===== src/rtl/instr_fetcher.sv =====
// Fetch stage: looks up the PC in a small direct-mapped instruction cache and
// falls back to a valid/ready program-memory read on a miss.
module instr_fetcher #(
    parameter int PC_ADDR_WIDTH  = 8,
    parameter int INST_MSG_WIDTH = 16,
    parameter int CACHE_ENTRIES  = 4
) (
    input  logic                      clk,
    input  logic                      reset,
    input  logic [3:0]                cu_state,
    input  logic [PC_ADDR_WIDTH-1:0]  pc,
    input  logic                      flush,
    output logic                      mem_read_valid,
    output logic [PC_ADDR_WIDTH-1:0]  mem_read_addr,
    input  logic                      mem_read_ready,
    input  logic [INST_MSG_WIDTH-1:0] mem_read_data,
    output logic [1:0]                fetcher_state,
    output logic [INST_MSG_WIDTH-1:0] instr,
    output logic                      cache_hit
);

    localparam int IDX_W = $clog2(CACHE_ENTRIES);
    localparam int TAG_W = PC_ADDR_WIDTH - IDX_W;

    localparam logic [1:0] S_IDLE    = 2'd0;
    localparam logic [1:0] S_REQUEST = 2'd1;
    localparam logic [1:0] S_FETCHED = 2'd2;

    localparam logic [3:0] CU_FETCH  = 4'd1;
    localparam logic [3:0] CU_DECODE = 4'd2;

    logic [1:0]                r_state;
    logic                      r_mem_read_valid;
    logic [PC_ADDR_WIDTH-1:0]  r_mem_read_addr;
    logic [INST_MSG_WIDTH-1:0] r_instr;
    logic                      r_cache_hit;
    logic                      r_fill_cancel;

    logic [CACHE_ENTRIES-1:0]  r_valid;
    logic [TAG_W-1:0]          r_tag  [CACHE_ENTRIES];
    logic [INST_MSG_WIDTH-1:0] r_data [CACHE_ENTRIES];

    logic [IDX_W-1:0] w_idx;
    logic [TAG_W-1:0] w_tag;
    logic             w_hit;
    logic [IDX_W-1:0] w_fill_idx;
    logic [TAG_W-1:0] w_fill_tag;
    logic             w_fill_we;

    assign w_idx      = pc[IDX_W-1:0];
    assign w_tag      = pc[PC_ADDR_WIDTH-1:IDX_W];
    assign w_hit      = r_valid[w_idx] && (r_tag[w_idx] == w_tag) && !flush;

    // A fill is dropped if flush is high now or was seen earlier in this request.
    assign w_fill_idx = r_mem_read_addr[IDX_W-1:0];
    assign w_fill_tag = r_mem_read_addr[PC_ADDR_WIDTH-1:IDX_W];
    assign w_fill_we  = !reset && (r_state == S_REQUEST) && mem_read_ready
                        && !flush && !r_fill_cancel;

    always_ff @(posedge clk) begin
        if (reset) begin
            r_state          <= S_IDLE;
            r_mem_read_valid <= 1'b0;
            r_mem_read_addr  <= '0;
            r_instr          <= '0;
            r_cache_hit      <= 1'b0;
            r_fill_cancel    <= 1'b0;
            r_valid          <= '0;
        end else begin
            case (r_state)
                S_IDLE: begin
                    r_cache_hit <= 1'b0;
                    if (cu_state == CU_FETCH) begin
                        if (w_hit) begin
                            r_instr     <= r_data[w_idx];
                            r_cache_hit <= 1'b1;
                            r_state     <= S_FETCHED;
                        end else begin
                            r_mem_read_valid <= 1'b1;
                            r_mem_read_addr  <= pc;
                            r_fill_cancel    <= 1'b0;
                            r_state          <= S_REQUEST;
                        end
                    end
                end
                S_REQUEST: begin
                    if (flush) r_fill_cancel <= 1'b1;
                    if (mem_read_ready) begin
                        r_instr          <= mem_read_data;
                        r_mem_read_valid <= 1'b0;
                        r_state          <= S_FETCHED;
                        if (w_fill_we) r_valid[w_fill_idx] <= 1'b1;
                    end
                end
                S_FETCHED: begin
                    r_cache_hit <= 1'b0;
                    if (cu_state == CU_DECODE) r_state <= S_IDLE;
                end
                default: r_state <= S_IDLE;
            endcase
            // NOTE: placed after the case so flush overrides any valid-bit set above.
            if (flush) r_valid <= '0;
        end
    end

    // NOTE: tag/data storage is not reset; the valid bits alone guard it.
    always_ff @(posedge clk) begin
        if (w_fill_we) begin
            r_tag[w_fill_idx]  <= w_fill_tag;
            r_data[w_fill_idx] <= mem_read_data;
        end
    end

    assign fetcher_state  = r_state;
    assign mem_read_valid = r_mem_read_valid;
    assign mem_read_addr  = r_mem_read_addr;
    assign instr          = r_instr;
    assign cache_hit      = r_cache_hit;

endmodule


===== config.mk =====
export PLATFORM = sky130hd
export DESIGN_NAME = instr_fetcher
export DESIGN_NICKNAME = d
export VERILOG_FILES = /design/src/rtl/instr_fetcher.sv
export SDC_FILE = /design/constraint.sdc
export NUM_CORES = 1
export LEC_CHECK = 0
export ABC_AREA = 1
export CAP_MARGIN = 30
export CORE_MARGIN = 10
export CORE_UTILIZATION = 60
export DETAILED_ROUTE_END_ITERATION = 10
export DONT_BUFFER_PORTS = 1
export GPL_ROUTABILITY_DRIVEN = 0
export PLACE_DENSITY = 0.76
export RECOVER_POWER = 25
export SYNTH_ARGS = -nofsm -noshare
export SYNTH_HDL_FRONTEND = slang
export SYNTH_SLANG_ARGS = --single-unit

===== constraint.sdc =====
create_clock -name clk -period 5.4 [get_ports clk]
set_input_delay 0.54 -clock clk [delete_from_list [all_inputs] [get_ports clk]]
set_output_delay 0.54 -clock clk [all_outputs]
set_load 0.02 [all_outputs]

==> flow_metrics.env <==
export IMPL_status="finished clean"
export IMPL_synth_nets=522
export IMPL_clk_root_buffer_cell="sky130_fd_sc_hd__clkbuf_8"
export IMPL_clkLatencyLatePin_ns=0.51
export IMPL_max_clock_freq_mhz=432.2
export IMPL_power_per_cell_area_nw_per_um2=376.3
export IMPL_cts_buffers=17
export IMPL_placed_area_um2=5024
export IMPL_worst_r2r_cell_count=8
export IMPL_criticalPathCategory="flop to flop"
export IMPL_core_area_um2=8134
export IMPL_critical_path_peak_fanout=34
export IMPL_detail_route_first_pass_iterations=5
export IMPL_max_slew_margin=0.5000
export IMPL_flow_area_growth_from_synthesis_pct=12.71
export IMPL_cts_sink_count=121
export IMPL_finalClockSkew_ns=0.008555
export IMPL_netlist_instances=490
export IMPL_chipHeight_um=110.8
export IMPL_mostFrequentLayoutCell="sky130_fd_sc_hd__nand2_1"
export IMPL_yosys_warnings=0
export IMPL_timing_critical_path_required_ns=5.57
export IMPL_post_layout_nonfiller_instances=611
export IMPL_first_global_vias=3325
export IMPL_synth_yosys_seq_area_share=0.6682
export IMPL_die_width_um=110.8
export IMPL_whs_path_depth=1
export IMPL_clock_path_buffers=2
export IMPL_viasPerCell=5.610
export IMPL_layout_cells_most_common_list="sky130_fd_sc_hd__nand2_1, sky130_fd_sc_hd__edfxtp_1, sky130_fd_sc_hd__nor2_1"
export IMPL_port_buffer_count=0
export IMPL_rows=33
export IMPL_dp_cells=579
export IMPL_globalRouteTotalUtil=0.1741
export IMPL_wl_per_cell_um=17.54
export IMPL_preCtsSetupSlack_ns=2.683
export IMPL_route_antenna_remaining_nets=0
export IMPL_worst_slew_pin_transition_ns=0.7489
export IMPL_synth_area_leaders="sky130_fd_sc_hd__edfxtp_1, sky130_fd_sc_hd__dfxtp_1, sky130_fd_sc_hd__nand2_1"
export IMPL_timing_hold_worst_class="primary input to flop"
export IMPL_endpoint_kind="flop"
export IMPL_finish_net_count=525
export IMPL_worstSetupStartpointType="flop"
export IMPL_num_antenna_cells=0
export IMPL_dr_first_iter_drc_count=311
export IMPL_fin_tns_setup_ns=0
export IMPL_worst_path_arrival_time_ns=2.48
export IMPL_cts_tree="done"
export IMPL_max_cap_violations=0
export IMPL_synth_distinct_cells=21
export IMPL_post_route_min_period_ns=2.313
export IMPL_final_critical_path_setup_slack_ns=3.087
export IMPL_initial_utilization=0.6078
export IMPL_synth_largest_type_area_fraction=0.5345
export IMPL_finalInstanceArea_um2=5572
export IMPL_netlist_area_um2=4943
export IMPL_cts_resized_gates=0
export IMPL_cts_setup_buffers=0
export IMPL_grt_overflow=0
export IMPL_route_vias_total=3428
export IMPL_drc=0
export IMPL_drive_gt1_frac=0.09091
export IMPL_hpwlAfterDp_um=6661
export IMPL_synth_seq_cells=121
export IMPL_hold_viol=0
export IMPL_postCtsHoldBufs=0
export IMPL_cts_max_level=4
export IMPL_p_leak_nw=2.131
export IMPL_die_area_um2=12270
export IMPL_postSynthAreaPerCell_um2=10.09
export IMPL_max_slew_violation_count=0
export IMPL_setup_viol_count_final=0
export IMPL_synth_largest_area_cell="sky130_fd_sc_hd__edfxtp_1"
export IMPL_route_final_wire_length_um=10720
export IMPL_rsz_0062_raised_after_global_routing="no"
export IMPL_grt_max_degree=51
export IMPL_pin_count=60
export IMPL_cts_clk_slew_worst_paths_ns=0.06
export IMPL_timing_final_crit_share=0.4284
export IMPL_grt_antenna_before_repair=0
export IMPL_irDropWorstVdd_v=0.0002331
export IMPL_grt_pass1_wl_um=17280
metrics by stage:
| step | util | hold slack, ns | power [mW] |
|---|---|---|---|
| 2_1_floorplan | - | 0.4335 | 1.083 |
| 4_1_cts | 0.6850 | 0.07338 | 2.109 |
| 5_1_grt | 0.6850 | 0.06322 | 2.161 |
| 3_3_place_gp | 0.6176 | 0.4445 | 1.093 |
| 3_5_place_dp | 0.6176 | 0.4542 | 1.095 |
| 6_report | 0.6850 | 0.09108 | 2.096 |
state kept, by name (all words and copies together), names as in the netlist:
register        flops
instr              16
mem_read_addr       8
fetcher_state       2
mem_read_valid      1
r_data             64
r_fill_cancel       1
r_valid             4
cache_hit           1
r_tag              24
worst max-delay path, stage by stage, from the launching register on:
cell                      delay (ns)
sky130_fd_sc_hd__dfxtp_1        0.49
sky130_fd_sc_hd__inv_1          0.15
sky130_fd_sc_hd__nor2_2         0.10
sky130_fd_sc_hd__buf_4          0.32
sky130_fd_sc_hd__nand2_1        0.10
sky130_fd_sc_hd__nor3_1         0.14
sky130_fd_sc_hd__inv_1          0.13
sky130_fd_sc_hd__nor3_2         0.15
sky130_fd_sc_hd__buf_4          0.38
cell type report:
class                           count  area (um2)
Sequential cell                   121        3303
Fill cell                         564        2562
Multi-Input combinational cell    315        1424
Clock buffer                       18       439.2
Tap cell                          105       131.4
Inverter                           32       120.1
Clock inverter                     14       108.9
Timing Repair Buffer                6       45.04
Yosys cell counts:
master and number:
sky130_fd_sc_hd__nand2_1 152, sky130_fd_sc_hd__o21ai_0 24, sky130_fd_sc_hd__edfxtp_1 88, sky130_fd_sc_hd__clkbuf_1 11
sky130_fd_sc_hd__inv_2 2, sky130_fd_sc_hd__buf_4 3, sky130_fd_sc_hd__buf_2 2, sky130_fd_sc_hd__o311ai_0 1
sky130_fd_sc_hd__nand3_1 15, sky130_fd_sc_hd__a21oi_1 21, sky130_fd_sc_hd__dfxtp_1 33, sky130_fd_sc_hd__nor4_1 1
sky130_fd_sc_hd__a32o_1 16, sky130_fd_sc_hd__nand3b_1 6, sky130_fd_sc_hd__nand2_2 1, sky130_fd_sc_hd__nor2_1 70
sky130_fd_sc_hd__buf_6 3, sky130_fd_sc_hd__nor3_1 7, sky130_fd_sc_hd__buf_1 3, sky130_fd_sc_hd__inv_1 30
sky130_fd_sc_hd__nand4_1 1
where the power goes:
part	switching, mW	total, mW	leakage (nW)	internal, mW
Combinational	0.0451	0.0688	0.769	0.0237
Clock	0.422	1.02	0.269	0.599
Sequential	0.00911	1.01	1.09	0.998
Total	0.476	2.10	2.13	1.62
cell families after synthesis:
group           after synthesis  synth area share
compound gates               62           0.07973
flops                       121            0.6682
simple gates                253            0.2037
buf+inv                      54           0.04834
worst paths after layout:
path	start	to	slack (ns)
worst min-delay path	reset	mem_read_valid$_SDFFE_PP0P_	0.09
worst max-delay path	fetcher_state[0]$_SDFFE_PP0P_	r_data[2][10]$_DFFE_PP_	3.09
worst max register to register	fetcher_state[0]$_SDFFE_PP0P_	r_data[2][10]$_DFFE_PP_	3.09
worst min register to register	r_fill_cancel$_SDFFE_PP0P_	r_fill_cancel$_SDFFE_PP0P_	0.46
metal layers:
metal  vias up  wire length, um  GRT usage
met5         -                0          0
met3         6             1019    0.07143
met1      1631             4589     0.2216
met4         0               51    0.05208
met2       131             5057     0.2649
li1       1660                -          -
Power figures use the tool's default switching activity.
